$ cat src/rtl/display_scan_mux.sv
// display_scan_mux: time-multiplexed 4-digit scanner for the clock display.
// A shadow register latches the display inputs once per frame, so a frame
// never mixes digits from two different times. One digit position is
// presented per slot. Each slot opens with an all-anodes-off blank window.
//
// Ports:
//   clk          system clock, rising edge
//   reset_n      asynchronous active-low reset
//   digits_in    {hours_tens, hours_units, min_tens, min_units}, BCD
//   am_pm        0 = AM, 1 = PM
//   show_ampm    0 = time page, 1 = AM/PM page
//   lz_blank_en  blank hours_tens when it is zero
//   bcd_out      code to the 7-segment decoder (4'hA = blank)
//   an_n         active-low anode selects, bit 3 = leftmost digit
//   frame_start  one-cycle pulse in the first cycle of slot 3
module display_scan_mux #(
    parameter int unsigned SLOT_CYCLES  = 100000,
    parameter int unsigned BLANK_CYCLES = 1000
) (
    input  logic        clk,
    input  logic        reset_n,
    input  logic [15:0] digits_in,
    input  logic        am_pm,
    input  logic        show_ampm,
    input  logic        lz_blank_en,
    output logic [3:0]  bcd_out,
    output logic [3:0]  an_n,
    output logic        frame_start
);

    localparam int unsigned CW = (SLOT_CYCLES > 1) ? $clog2(SLOT_CYCLES) : 1;
    localparam logic [CW-1:0] CNT_LAST  = CW'(SLOT_CYCLES - 1);
    localparam logic [CW-1:0] CNT_BLANK = CW'(BLANK_CYCLES);
    localparam logic [CW-1:0] CNT_LOAD  = CW'(1);
    localparam logic [3:0]    CODE_BLANK = 4'hA;
    localparam logic [3:0]    CODE_AM    = 4'hE;
    localparam logic [3:0]    CODE_PM    = 4'hF;

    typedef struct packed {
        logic [15:0] digits;
        logic        am_pm;
        logic        show_ampm;
        logic        lz_blank_en;
    } shadow_t;

    // armed is clear for the single cycle after reset release. Holding the
    // counters in that cycle lets the registered frame_start come up in the
    // opening cnt==0 cycle of slot 3.
    logic          armed,  armed_nxt;
    logic [CW-1:0] cnt,    cnt_nxt;
    logic [1:0]    idx,    idx_nxt;
    shadow_t       shadow, shadow_nxt;

    logic [3:0] bcd_nxt;
    logic [3:0] an_nxt;
    logic       frame_nxt;
    logic [3:0] field;
    logic [3:0] sel_code;

    // State register
    always_ff @(posedge clk or negedge reset_n) begin
        if (!reset_n) begin
            armed  <= 1'b0;
            cnt    <= '0;
            idx    <= 2'd3;
            shadow <= '0;
        end else begin
            armed  <= armed_nxt;
            cnt    <= cnt_nxt;
            idx    <= idx_nxt;
            shadow <= shadow_nxt;
        end
    end

    // Next state: slot counter, digit index, frame-boundary shadow capture
    always_comb begin
        armed_nxt  = 1'b1;
        cnt_nxt    = cnt;
        idx_nxt    = idx;
        shadow_nxt = shadow;
        if (armed) begin
            if (cnt == CNT_LAST) begin
                cnt_nxt = '0;
                idx_nxt = idx - 2'd1;   // 0 wraps back to 3
            end else begin
                cnt_nxt = cnt + CW'(1);
            end
            if ((cnt == '0) && (idx == 2'd3)) begin
                shadow_nxt.digits      = digits_in;
                shadow_nxt.am_pm       = am_pm;
                shadow_nxt.show_ampm   = show_ampm;
                shadow_nxt.lz_blank_en = lz_blank_en;
            end
        end
    end

    // Decoder code for the current slot, taken from the shadow
    always_comb begin
        case (idx)
            2'd3:    field = shadow.digits[15:12];
            2'd2:    field = shadow.digits[11:8];
            2'd1:    field = shadow.digits[7:4];
            default: field = shadow.digits[3:0];
        endcase
        sel_code = field;
        if (shadow.show_ampm) begin
            if (idx == 2'd0) begin
                sel_code = shadow.am_pm ? CODE_PM : CODE_AM;
            end else begin
                sel_code = CODE_BLANK;
            end
        end else if (field > 4'd9) begin
            sel_code = CODE_BLANK;
        end else if ((idx == 2'd3) && shadow.lz_blank_en && (field == 4'd0)) begin
            sel_code = CODE_BLANK;
        end
    end

    // Output next values. They are computed from next state, so each
    // registered output lines up with the cycle it describes.
    always_comb begin
        bcd_nxt = bcd_out;
        if (cnt == CNT_LOAD) begin
            bcd_nxt = sel_code;
        end
        an_nxt = 4'b1111;
        if (cnt_nxt >= CNT_BLANK) begin
            an_nxt[idx_nxt] = 1'b0;
        end
        frame_nxt = (cnt_nxt == '0) && (idx_nxt == 2'd3);
    end

    // Output registers
    always_ff @(posedge clk or negedge reset_n) begin
        if (!reset_n) begin
            bcd_out     <= CODE_BLANK;
            an_n        <= 4'b1111;
            frame_start <= 1'b0;
        end else begin
            bcd_out     <= bcd_nxt;
            an_n        <= an_nxt;
            frame_start <= frame_nxt;
        end
    end

endmodule

$ cat config.mk
export PLATFORM = sky130hd
export DESIGN_NAME = display_scan_mux
export DESIGN_NICKNAME = d
export VERILOG_FILES = /design/src/rtl/display_scan_mux.sv
export SDC_FILE = /design/constraint.sdc
export NUM_CORES = 1
export LEC_CHECK = 0
export CAP_MARGIN = 20
export CORE_MARGIN = 5
export CORE_UTILIZATION = 56
export DETAILED_ROUTE_END_ITERATION = 10
export PLACE_DENSITY = 0.8
export RECOVER_POWER = 50
export SKIP_CTS_REPAIR_TIMING = 1
export SYNTH_ARGS = -nofsm -noshare
export SYNTH_HDL_FRONTEND = slang
export SYNTH_SLANG_ARGS = --single-unit
export TNS_END_PERCENT = 10
$ cat constraint.sdc
create_clock -name clk -period 2.91 [get_ports clk]
set_clock_uncertainty 0.1 [all_clocks]
set_input_delay 0.582 -clock clk [delete_from_list [all_inputs] [get_ports clk]]
set_output_delay 0.582 -clock clk [all_outputs]
set_load 0.02 [all_outputs]
Word level (Yosys, flattened, before mapping)
Cells that the tools add are included.
W data, S select, Z words.
{"block": "word_totals", "ff_bits": 48, "word_cells": 46, "input_bits": 21}
{"block": "op_classes", "n_reduce_logical": 10, "add_sub_neg": 2, "n_eq_ne": 6, "n_mux": 13, "order_cmp": 4, "n_bitwise": 1}
{"operator": "$logic_not A17 Y1", "count": 2}
{"operator": "$mux W17", "count": 2}
{"operator": "$add A17 B1 Y17 const B", "count": 1}
{"operator": "$eq A17 B1 Y1 const B", "count": 1}
{"operator": "$eq A17 B17 Y1 const B", "count": 1}
{"operator": "$ge A17 B10 Y1 const B", "count": 1}
{"operator": "$mux W4", "count": 4}
{"operator": "$pmux W4 S3", "count": 1}
{"operator": "$eq A2 B2 Y1 const B", "count": 3}
{"operator": "$logic_and A1 B1 Y1", "count": 5}
{"operator": "$gt A4 B4 Y1 const B", "count": 1}
{"operator": "$logic_not A4 Y1", "count": 1}
{"operator": "$mux W2", "count": 2}
{"operator": "$not A4 Y4", "count": 1}
{"operator": "$lt A2 B3 Y1 const B", "count": 1}
{"operator": "$mux W3", "count": 1}
{"operator": "$demux W1 S2", "count": 1}
{"operator": "$eq A2 B1 Y1 const B", "count": 1}
{"operator": "$ge A2 B1 Y1 const B", "count": 1}
{"operator": "$logic_not A2 Y1", "count": 1}
{"operator": "$mux W1", "count": 2}
{"operator": "$reduce_and A2 Y1", "count": 1}
{"operator": "$sub A2 B1 Y2 const B", "count": 1}

Logic depth before layout (Yosys ltp)
Gate-level depths: netlist of the first run.
{"block": "logic_depth", "ltp_word": 9, "ltp_mapped": 8, "depth_no_buf": 8}

Worst setup path before layout of the first run
Ideal clock, no wire load.
{"block": "synth_path", "path_type": "register to register", "start": "register cnt[6]", "end": "register shadow[10] (netlist bit)", "required_time_ns": 2.682, "setup_time_ns": 0.128, "arrival_ns": 2.178, "path_slack_ns": 0.504, "path_stages_with_launch": 8, "cell_sequence": "dfrtp_1 > buf_6 > or4_4 > nor4_1 > and4_1 > buf_2 > buf_4 > mux2_1"}
{"block": "synth_between", "elab_chain_cells": 3}
{"item": "start, declared", "line": "50", "rtl": "logic [CW-1:0] cnt, cnt_nxt;"}
{"item": "start signal, assigned", "line": "69", "rtl": "cnt <= cnt_nxt;"}
{"item": "$logic_not A17 Y1", "line": "88", "rtl": "if ((cnt == '0) && (idx == 2'd3)) begin"}
{"item": "$logic_and A1 B1 Y1", "line": "88"}
{"item": "$reduce_and A2 Y1 (no line)"}
{"item": "end signal, assigned", "line": "71", "rtl": "shadow <= shadow_nxt;"}
{"item": "end, declared", "line": "52", "rtl": "shadow_t shadow, shadow_nxt;"}
No other way between the ends.
A chain may end at the register's enable or synchronous reset.

Final worst setup path of the first run
{"block": "layout_path", "start": "register idx[0]", "end": "register bcd_out[1]"}
{"block": "layout_between", "elab_chain_cells": 7}
{"item": "start, declared", "line": "51", "rtl": "logic [1:0] idx, idx_nxt;"}
{"item": "start signal, assigned", "line": "70", "rtl": "idx <= idx_nxt;"}
{"item": "parallel branches: the longest is 5 deep, another holds $gt A4 B4 Y1"}
{"item": "$mux W4 *", "line": "112", "rtl": "end else if (field > 4'd9) begin"}
{"item": "$mux W4 *", "line": "106", "rtl": "if (shadow.show_ampm) begin"}
{"item": "end signal, assigned", "line": "140", "rtl": "bcd_out <= bcd_nxt;"}
{"item": "end, declared", "line": "26", "rtl": "output logic [3:0] bcd_out,"}
Mark *: on every way between the ends.

==> results of run 1 <==
-- report_power, final --
part	switching, mW	internal (mW)	total [mW]
combinational	0.194	0.160	0.354
sequential	0.0913	0.733	0.825
clock	0.225	0.193	0.419
-- cell usage after synthesis (3+ instances only) --
| cell | instances |
|---|---|
| a21oi_1 | 9 |
| a222oi_1 | 3 |
| a31oi_1 | 4 |
| and3_1 | 3 |
| buf_2 | 6 |
| clkbuf_1 | 5 |
| dfrtp_1 | 40 |
| dfstp_2 | 8 |
| ha_1 | 8 |
| inv_1 | 6 |
| mux2_1 | 10 |
| mux2_2 | 11 |
| nand2_1 | 19 |
| nand3_1 | 9 |
| nand4_1 | 11 |
| nor2_1 | 15 |
| nor2b_1 | 4 |
| nor3_1 | 6 |
| nor4_1 | 3 |
| o21ai_0 | 5 |
| or3_1 | 5 |
| xnor2_1 | 9 |
| xor2_1 | 8 |
-- logic make-up after synthesis --
group           count (synthesis)  share of synthesized area [%]
compound gates                 35                           10.4
xor+xnor                       17                           5.70
fa+ha+maj                       8                           3.84
buf+inv                        19                           3.45
flops                          48                           46.4
mux                            23                           9.83
other cells                     1                          0.144
simple gates                   92                           20.3
-- registers in the layout, summed over array words and instances, names as in the netlist --
name / cells
an_n: 4
frame_start: 1
shadow: 19
bcd_out: 4
armed: 1
idx: 2
cnt: 17
-- worst paths after layout --
kind                                        startpoint                      to  slack, ns  cells after the start
worst max register to register        idx[0]$_DFF_PN1_  bcd_out[1]$_DFFE_PN1N_       0.28                      7
max in group asynchronous                      reset_n        cnt[3]$_DFF_PN0_       1.08                      2
worst min register to register  shadow[14]$_DFFE_PN0P_  shadow[14]$_DFFE_PN0P_       0.39                      1
worst max-delay path                  idx[0]$_DFF_PN1_  bcd_out[1]$_DFFE_PN1N_       0.28                      7
min in group clk                shadow[14]$_DFFE_PN0P_  shadow[14]$_DFFE_PN0P_       0.39                      1
worst min-delay path                           reset_n       cnt[15]$_DFF_PN0_       0.22                      1
-- routing by layer --
layer  GRT usage, %  wire length (um)  part of all wire, %  vias up
met1           26.1              2470                   42      973
met3           4.23               387                  6.6       18
met5              0                 0                    0        -
met4           8.57               178                  3.1        0
met2           33.1              2790                   48       80
li1               -                 -                    -      945
-- area by class of cell --
type	count	area [um2]
Clock inverter	1	7.51
Inverter	6	22.5
Sequential cell	48	1210
Multi-Input combinational cell	176	1310
Tap cell	52	65.1
Fill cell	332	1410
Clock buffer	7	86.3
Timing Repair Buffer	36	329
==> impl_metrics.env, run 1 <==
export IMPL_slowest_stage="dfstp_2"
export IMPL_synthesis_area_mm2=0.00261
export IMPL_hold_violations=0
export IMPL_diodes=0
export IMPL_cpLargestDelayFamily="compound AO/OA/AOI/OAI gates"
export IMPL_ant_nets=0
export IMPL_first_iter_violations=103
export IMPL_clkTransAtPathRegs_ns=0.09
export IMPL_setup_tns_ns=0
export IMPL_core_area_mm2=0.00444
export IMPL_fmax_mhz=380
export IMPL_synth_top_area_share_pct=38.4
export IMPL_final_cell_mix="dfrtp_1, clkdlybuf4s50_1, nand2_1"
export IMPL_crit_path_max_fanout=6
export IMPL_final_util_pct=68.2
export IMPL_vias=2016
export IMPL_fin_crit_sh_pct=90.5
export IMPL_layout_setup_ws_ns=0.275
export IMPL_die_area_mm2=0.00613
export IMPL_grt_pass1_vias=1970
export IMPL_maxCapViolations=0
export IMPL_antenna_found_initial=0
export IMPL_die_y_um=78.3
export IMPL_routedWlPerCell_um=17.9
export IMPL_dp_hpwl_mm=4.38
export IMPL_initial_core_util_pct=58.7
export IMPL_synth_edf_count=0
export IMPL_track_usage_pct=20.2
export IMPL_power_density_mw_per_mm2=527
export IMPL_synth_cell_types=55
export IMPL_cts_tree="built"
export IMPL_whs_ns=0.215
export IMPL_detailed_place_area_mm2=0.00295
export IMPL_hold_class="primary input to asynchronous set/reset pin"
export IMPL_crit_chain="inv_1, ha_1, a222oi_1, a31oi_1, or3_1, o221a_2, a31oi_1"
export IMPL_totalWireLength_mm=5.83
export IMPL_io_pins=30
export IMPL_grt_overflow=0
export IMPL_drive_gt1_share_pct=15.7
export IMPL_synthCells=243
export IMPL_total_power_mw=1.60
export IMPL_die_w_um=78.3
export IMPL_yosys_warnings=0
export IMPL_finalCriticalPeriod_ns=2.63
export IMPL_critPathBufInv=1
export IMPL_final_common_cell="dfrtp_1"
export IMPL_ir_drop_mv=0.521
export IMPL_arrival_ns=2.77
export IMPL_insertion_delay_ns=0.30
export IMPL_grt_pass1_wl_mm=9.79
export IMPL_ys_seq_area_share_pct=46.4
export IMPL_syn_num_nets=272
export IMPL_syn_to_final_growth_pct=16.1
export IMPL_port_buffers=29
export IMPL_numCtsBuffers=5
export IMPL_setup_viol=0
export IMPL_final_nets=302
export IMPL_synthTopCellsByArea="dfrtp_1, dfstp_2, mux2_2, mux2_1, ha_1"
export IMPL_firstDrtPassIters=4
export IMPL_cts_buffer_depth=2
export IMPL_synth_ff_type="dfrtp_1"
export IMPL_max_stage_delay_ns=0.59
export IMPL_critPathLaunchType="register"
export IMPL_critPathRequiredTime_ns=3.04
export IMPL_gp_congestion=0.919
export IMPL_leakagePower_nw=1.31
export IMPL_grt_max_degree=21
export IMPL_slew_viol_final=0
export IMPL_syn_area_per_cell_um2=10.7
export IMPL_criticalPathCategory="register to register"
export IMPL_path_common_cell="a31oi_1"
export IMPL_vias_per_cell=6.18
export IMPL_async_reset_ff_share_pct=100
export IMPL_rsz0062_at_grt="no"
export IMPL_pre_cts_ws_ns=0.333
export IMPL_drc_errors=0
export IMPL_end_kind="register"
export IMPL_synth_seq_cells=48
export IMPL_htree_levels=2
export IMPL_cts_root_buf="clkbuf_8"
export IMPL_tightest_slew_ns=1.05
export IMPL_dp_cells=318
export IMPL_clock_sinks=48
export IMPL_fin_cells=326
export IMPL_outcome="finished clean"
export IMPL_placementRows=24
export IMPL_fin_area_mm2=0.00303
export IMPL_yosys_area_top_type="dfrtp_1"
export IMPL_relSlewSlack_pct=29.9
No activity file was read; power rests on OpenSTA's default activity.
==> run 2: changes to the inputs <==
--- a/config.mk
+++ b/config.mk
@@ -9,7 +9,7 @@
 export CORE_MARGIN = 5
 export CORE_UTILIZATION = 56
 export DETAILED_ROUTE_END_ITERATION = 10
-export PLACE_DENSITY = 0.8
+export PLACE_DENSITY = 0.84
 export RECOVER_POWER = 50
 export SKIP_CTS_REPAIR_TIMING = 1
 export SYNTH_ARGS = -nofsm -noshare
==> run 2 against run 1 <==
Largest power group unchanged; non-clock buffer count rose by 2; via count fell by 0.45%; combinational power rose by 6.2%; clock-buffer cell count did not move; first-iteration DRC count rose by 76%.
==> impl_metrics.env, run 2 (synthesis results as in run 1) <==
export IMPL_criticalPathCategory="register to register"
export IMPL_power_density_mw_per_mm2=531
export IMPL_end_kind="register"
export IMPL_ir_drop_mv=0.537
export IMPL_grt_overflow=0
export IMPL_critPathRequiredTime_ns=3.01
export IMPL_slowest_stage="or4_4"
export IMPL_die_y_um=78.3
export IMPL_first_iter_violations=181
export IMPL_critPathLaunchType="register"
export IMPL_numCtsBuffers=5
export IMPL_die_area_mm2=0.00613
export IMPL_maxCapViolations=0
export IMPL_slew_viol_final=0
export IMPL_routedWlPerCell_um=17.1
export IMPL_hold_class="register to register"
export IMPL_core_area_mm2=0.00444
export IMPL_p_clk_share_pct=26.0
export IMPL_critPathBufInv=0
export IMPL_setup_viol=0
export IMPL_io_pins=30
export IMPL_vias_per_cell=6.12
export IMPL_diodes=0
export IMPL_tightest_slew_ns=1.01
export IMPL_whs_ns=0.395
export IMPL_clkTransAtPathRegs_ns=0.09
export IMPL_cts_tree="built"
export IMPL_crit_path_max_fanout=6
export IMPL_vias=2007
export IMPL_cts_root_buf="clkbuf_8"
export IMPL_grt_pass1_wl_mm=9.52
export IMPL_ant_nets=0
export IMPL_fin_crit_sh_pct=90.1
export IMPL_insertion_delay_ns=0.31
export IMPL_wl_met1_mm=2.45
export IMPL_top_layer="met4"
export IMPL_r2r_slack_ns=0.29
export IMPL_hold_violations=0
export IMPL_placementRows=24
export IMPL_final_common_cell="dfrtp_1"
export IMPL_totalWireLength_mm=5.61
export IMPL_outcome="finished clean"
export IMPL_p_seq_share_pct=50.8
export IMPL_final_nets=304
export IMPL_reg_top3="shadow (19), cnt (17)"
export IMPL_grt_pass1_vias=1972
export IMPL_route_met2_wl_mm=2.65
export IMPL_port_buffers=29
export IMPL_antenna_found_initial=0
export IMPL_combPwrFrac_pct=23.2
export IMPL_dp_hpwl_mm=4.10
export IMPL_track_usage_pct=19.8
export IMPL_drive_gt1_share_pct=16.3
export IMPL_power_switching_mw=0.523
export IMPL_leakagePower_nw=1.32
export IMPL_htree_levels=2
export IMPL_die_w_um=78.3
export IMPL_detailed_place_area_mm2=0.00295
export IMPL_path_common_cell="o21ai_2"
export IMPL_grt_max_degree=47
export IMPL_setup_tns_ns=0
export IMPL_sw_frac_of_total_pct=32.3
export IMPL_cpLargestDelayFamily="simple AND/OR/NAND/NOR gates"
export IMPL_clock_sinks=48
export IMPL_arrival_ns=2.72
export IMPL_drc_errors=0
export IMPL_largest_reg_flops=19
export IMPL_wl_met3_um=378
export IMPL_syn_to_final_growth_pct=16.8
export IMPL_initial_core_util_pct=58.7
export IMPL_final_cell_mix="dfrtp_1, clkdlybuf4s50_1, nand2_1"
export IMPL_finalCriticalPeriod_ns=2.62
export IMPL_crit_chain="or4_4, nor4_4, o21ai_2, a2111oi_4, o21ai_2, a2111oi_2"
export IMPL_intPower_mw=1.10
export IMPL_cts_buffer_depth=2
export IMPL_fin_area_mm2=0.00305
export IMPL_regMostFlops="shadow"
export IMPL_fmax_mhz=382
export IMPL_firstDrtPassIters=5
export IMPL_relSlewSlack_pct=32.6
export IMPL_max_stage_delay_ns=0.58
export IMPL_rsz0062_at_grt="no"
export IMPL_gp_congestion=0.959
[run 2: path summary, 6_finish.rpt]
| check | start | to | cells after the start |
|---|---|---|---|
| max in group asynchronous | reset_n | an_n[0]$_DFF_PN1_ | 4 |
| worst max register to register | cnt[8]$_DFF_PN0_ | frame_start$_DFF_PN0_ | 6 |
| worst max-delay path | cnt[8]$_DFF_PN0_ | frame_start$_DFF_PN0_ | 6 |
| min in group asynchronous | reset_n | shadow[6]$_DFFE_PN0P_ | 2 |
| worst min-delay path | shadow[14]$_DFFE_PN0P_ | shadow[14]$_DFFE_PN0P_ | 1 |
| worst min register to register | shadow[14]$_DFFE_PN0P_ | shadow[14]$_DFFE_PN0P_ | 1 |
[run 2: worst reg2reg max path: cells and delay by family, from the launching register on]
family	cells	cell delay (ns)
compound gates	4	0.95
flops	1	0.49
simple gates	2	0.98
[run 2: per-stage QoR]
step                      instances  util [%]  power (mW)  setup WS [ns]
after floorplan                 243         -        1.05          0.504
after global placement          318      66.3        1.19          0.352
after detailed placement        318      66.3        1.20          0.363
after CTS                       326      68.4        1.62          0.340
after global routing            328      68.6        1.70         0.0427
final                           328      68.6        1.62          0.289
[run 2: final cells by class]
cell class              instances  area (um2)
repair buffers                 38         348
multi-input cells             176        1310
clock inverters                 1        7.51
fillers                       361        1400
flip-flops and latches         48        1210
well taps                      52        65.1
inverters                       6        22.5
clock buffers                   7        86.3
[run 2: per-layer routing]
layer  up-vias  global-route usage [%]
met4         0                    9.09
li1        949                       -
met5         -                       0
met3        13                    4.00
met2        73                    31.3
met1       972                    26.3
[run 2: power groups by stage]
| stage | Combinational [mW] | Sequential (mW) | Clock [mW] |
|---|---|---|---|
| 2_1_floorplan | 0.240 | 0.814 | 0 |
| 3_3_place_gp | 0.361 | 0.831 | 0 |
| 3_5_place_dp | 0.369 | 0.833 | 0 |
| 4_1_cts | 0.372 | 0.820 | 0.433 |
| 5_1_grt | 0.406 | 0.836 | 0.459 |
| 6_report | 0.376 | 0.823 | 0.420 |
==> run 3: changes to the inputs <==
--- a/config.mk
+++ b/config.mk
@@ -7,9 +7,9 @@
 export LEC_CHECK = 0
 export CAP_MARGIN = 20
 export CORE_MARGIN = 5
-export CORE_UTILIZATION = 56
+export CORE_UTILIZATION = 55
 export DETAILED_ROUTE_END_ITERATION = 10
-export PLACE_DENSITY = 0.84
+export PLACE_DENSITY = 0.82
 export RECOVER_POWER = 50
 export SKIP_CTS_REPAIR_TIMING = 1
 export SYNTH_ARGS = -nofsm -noshare
==> run 3 against run 2 <==
Sequential power grew 0.5%; hold slack got worse by 0.00095 ns; sequential share of layout area is 0.13 points higher; power fell by 3.3%; wire length down 0.66%; final cell count up 0.30%; clock power shrank 9.5%; global-route usage is 0.48 points lower; clock-buffer cell count is 2 lower; critical path depth rose by 1.
==> impl_metrics.env, run 3 (synthesis results as in run 1) <==
export IMPL_total_power_mw=1.57
export IMPL_totalWireLength_mm=5.57
export IMPL_core_area_mm2=0.00466
export IMPL_final_common_cell="dfrtp_1"
export IMPL_hold_violations=0
export IMPL_slew_viol_final=0
export IMPL_criticalPathCategory="register to register"
export IMPL_critPathLaunchType="register"
export IMPL_p_seq_share_pct=52.8
export IMPL_diodes=0
export IMPL_die_w_um=78.9
export IMPL_grt_overflow=0
export IMPL_track_usage_pct=19.3
export IMPL_cpLargestDelayFamily="compound AO/OA/AOI/OAI gates"
export IMPL_grt_pass1_vias=2002
export IMPL_fin_area_mm2=0.00304
export IMPL_placementRows=25
export IMPL_dp_hpwl_mm=4.10
export IMPL_detailed_place_area_mm2=0.00295
export IMPL_min_from="shadow[8]$_DFFE_PN0P_"
export IMPL_outcome="finished clean"
export IMPL_firstDrtPassIters=5
export IMPL_p_clk_share_pct=24.3
export IMPL_insertion_delay_ns=0.30
export IMPL_arrival_ns=2.80
export IMPL_die_area_mm2=0.00622
export IMPL_fin_crit_sh_pct=91.8
export IMPL_vias=1984
export IMPL_grt_max_degree=46
export IMPL_whs_ns=0.395
export IMPL_clock_sinks=48
export IMPL_first_iter_violations=130
export IMPL_leakagePower_nw=1.32
export IMPL_syn_to_final_growth_pct=16.4
export IMPL_gp_congestion=0.954
export IMPL_vias_per_cell=6.03
export IMPL_combPwrFrac_pct=22.9
export IMPL_htree_levels=2
export IMPL_r2r_slack_ns=0.24
export IMPL_rsz0062_at_grt="no"
export IMPL_setup_tns_ns=0
export IMPL_hold_path_end="shadow[8]$_DFFE_PN0P_"
export IMPL_grt_pass1_wl_mm=9.40
export IMPL_ir_drop_mv=0.269
export IMPL_power_switching_mw=0.507
export IMPL_drc_errors=0
export IMPL_sw_frac_of_total_pct=32.4
export IMPL_r2r_end="bcd_out[1]$_DFFE_PN1N_"
export IMPL_slowest_stage="dfstp_2"
export IMPL_relSlewSlack_pct=35.4
export IMPL_critPathBufInv=1
export IMPL_final_nets=304
export IMPL_clkTransAtPathRegs_ns=0.09
export IMPL_reg_top3="shadow (19), cnt (17)"
export IMPL_finalCriticalPeriod_ns=2.67
export IMPL_cts_root_buf="clkbuf_8"
export IMPL_regMostFlops="shadow"
export IMPL_routedWlPerCell_um=16.9
export IMPL_initial_core_util_pct=56.0
export IMPL_final_util_pct=65.2
export IMPL_crit_path_max_fanout=6
export IMPL_worstReg2RegStart="idx[0]$_DFF_PN1_"
export IMPL_fmax_mhz=374
export IMPL_tightest_slew_ns=0.969
export IMPL_cts_buffer_depth=2
export IMPL_io_pins=30
export IMPL_port_buffers=29
export IMPL_antenna_found_initial=0
export IMPL_max_stage_delay_ns=0.58
export IMPL_maxCapViolations=0
export IMPL_critPathRequiredTime_ns=3.04
export IMPL_intPower_mw=1.06
export IMPL_final_cell_mix="dfrtp_1, clkdlybuf4s50_1, nand2_1"
export IMPL_cts_tree="built"
export IMPL_drive_gt1_share_pct=16.4
export IMPL_holdPathStages=1
export IMPL_ant_nets=0
export IMPL_crit_chain="inv_1, ha_1, a222oi_1, a31oi_1, or3_1, o221a_2, a31oi_1"
export IMPL_power_density_mw_per_mm2=515
export IMPL_setup_viol=0
export IMPL_path_common_cell="a31oi_1"
export IMPL_die_y_um=78.9
export IMPL_hold_class="register to register"
export IMPL_end_kind="register"
export IMPL_numCtsBuffers=5
export IMPL_worstRegToRegCells=7
export IMPL_largest_reg_flops=19
run 3: how the worst max path moves through the flow:
stage,startpoint,end,slack [ns],cells past startpoint
after floorplan,cnt[6]$_DFF_PN0_,shadow[10]$_DFFE_PN0P_,0.50,7
after global placement,idx[0]$_DFF_PN1_,bcd_out[1]$_DFFE_PN1N_,0.32,7
after detailed placement,idx[0]$_DFF_PN1_,bcd_out[1]$_DFFE_PN1N_,0.30,7
after CTS,idx[0]$_DFF_PN1_,bcd_out[1]$_DFFE_PN1N_,0.25,7
after global routing,cnt[6]$_DFF_PN0_,frame_start$_DFF_PN0_,0.11,6
final,idx[0]$_DFF_PN1_,bcd_out[1]$_DFFE_PN1N_,0.24,7
run 3: metal layers:
layer / GRT usage [%] / vias to the layer above / share of wire, %
li1: - / 939 / -
met1: 25.8 / 972 / 45
met2: 30.6 / 63 / 49
met3: 4.08 / 10 / 5.0
met4: 7.90 / 0 / 1.5
met5: 0 / - / 0
run 3: worst register-to-register path, delay by kind of cell, from the launching register on:
kind                       cells  cell delay, ns
adders and majority gates      1            0.27
buffers and inverters          1            0.12
AOI/OAI and AO/OA              4            1.11
and+or+nand+nor                1            0.42
DFF                            1            0.58
run 3: per-stage QoR:
stage / cells / setup slack, ns
2_1_floorplan: 243 / 0.504
3_3_place_gp: 320 / 0.316
3_5_place_dp: 320 / 0.299
4_1_cts: 327 / 0.250
5_1_grt: 329 / 0.110
6_report: 329 / 0.240
run 3: layout make-up:
cell class,count,area (um2)
Inverter,6,22.5
Clock inverter,2,12.5
Clock buffer,5,68.8
Timing Repair Buffer,38,348
Sequential cell,48,1210
Multi-Input combinational cell,176,1310
Fill cell,364,1620
Tap cell,54,67.6
run 3: power groups by stage:
| stage | Clock (mW) | Sequential (mW) | Combinational [mW] |
|---|---|---|---|
| CTS | 0.390 | 0.823 | 0.357 |
| global route | 0.424 | 0.836 | 0.389 |
| floorplan | 0 | 0.814 | 0.240 |
| finish | 0.380 | 0.827 | 0.359 |
| global placement | 0 | 0.832 | 0.348 |
| detailed placement | 0 | 0.835 | 0.353 |
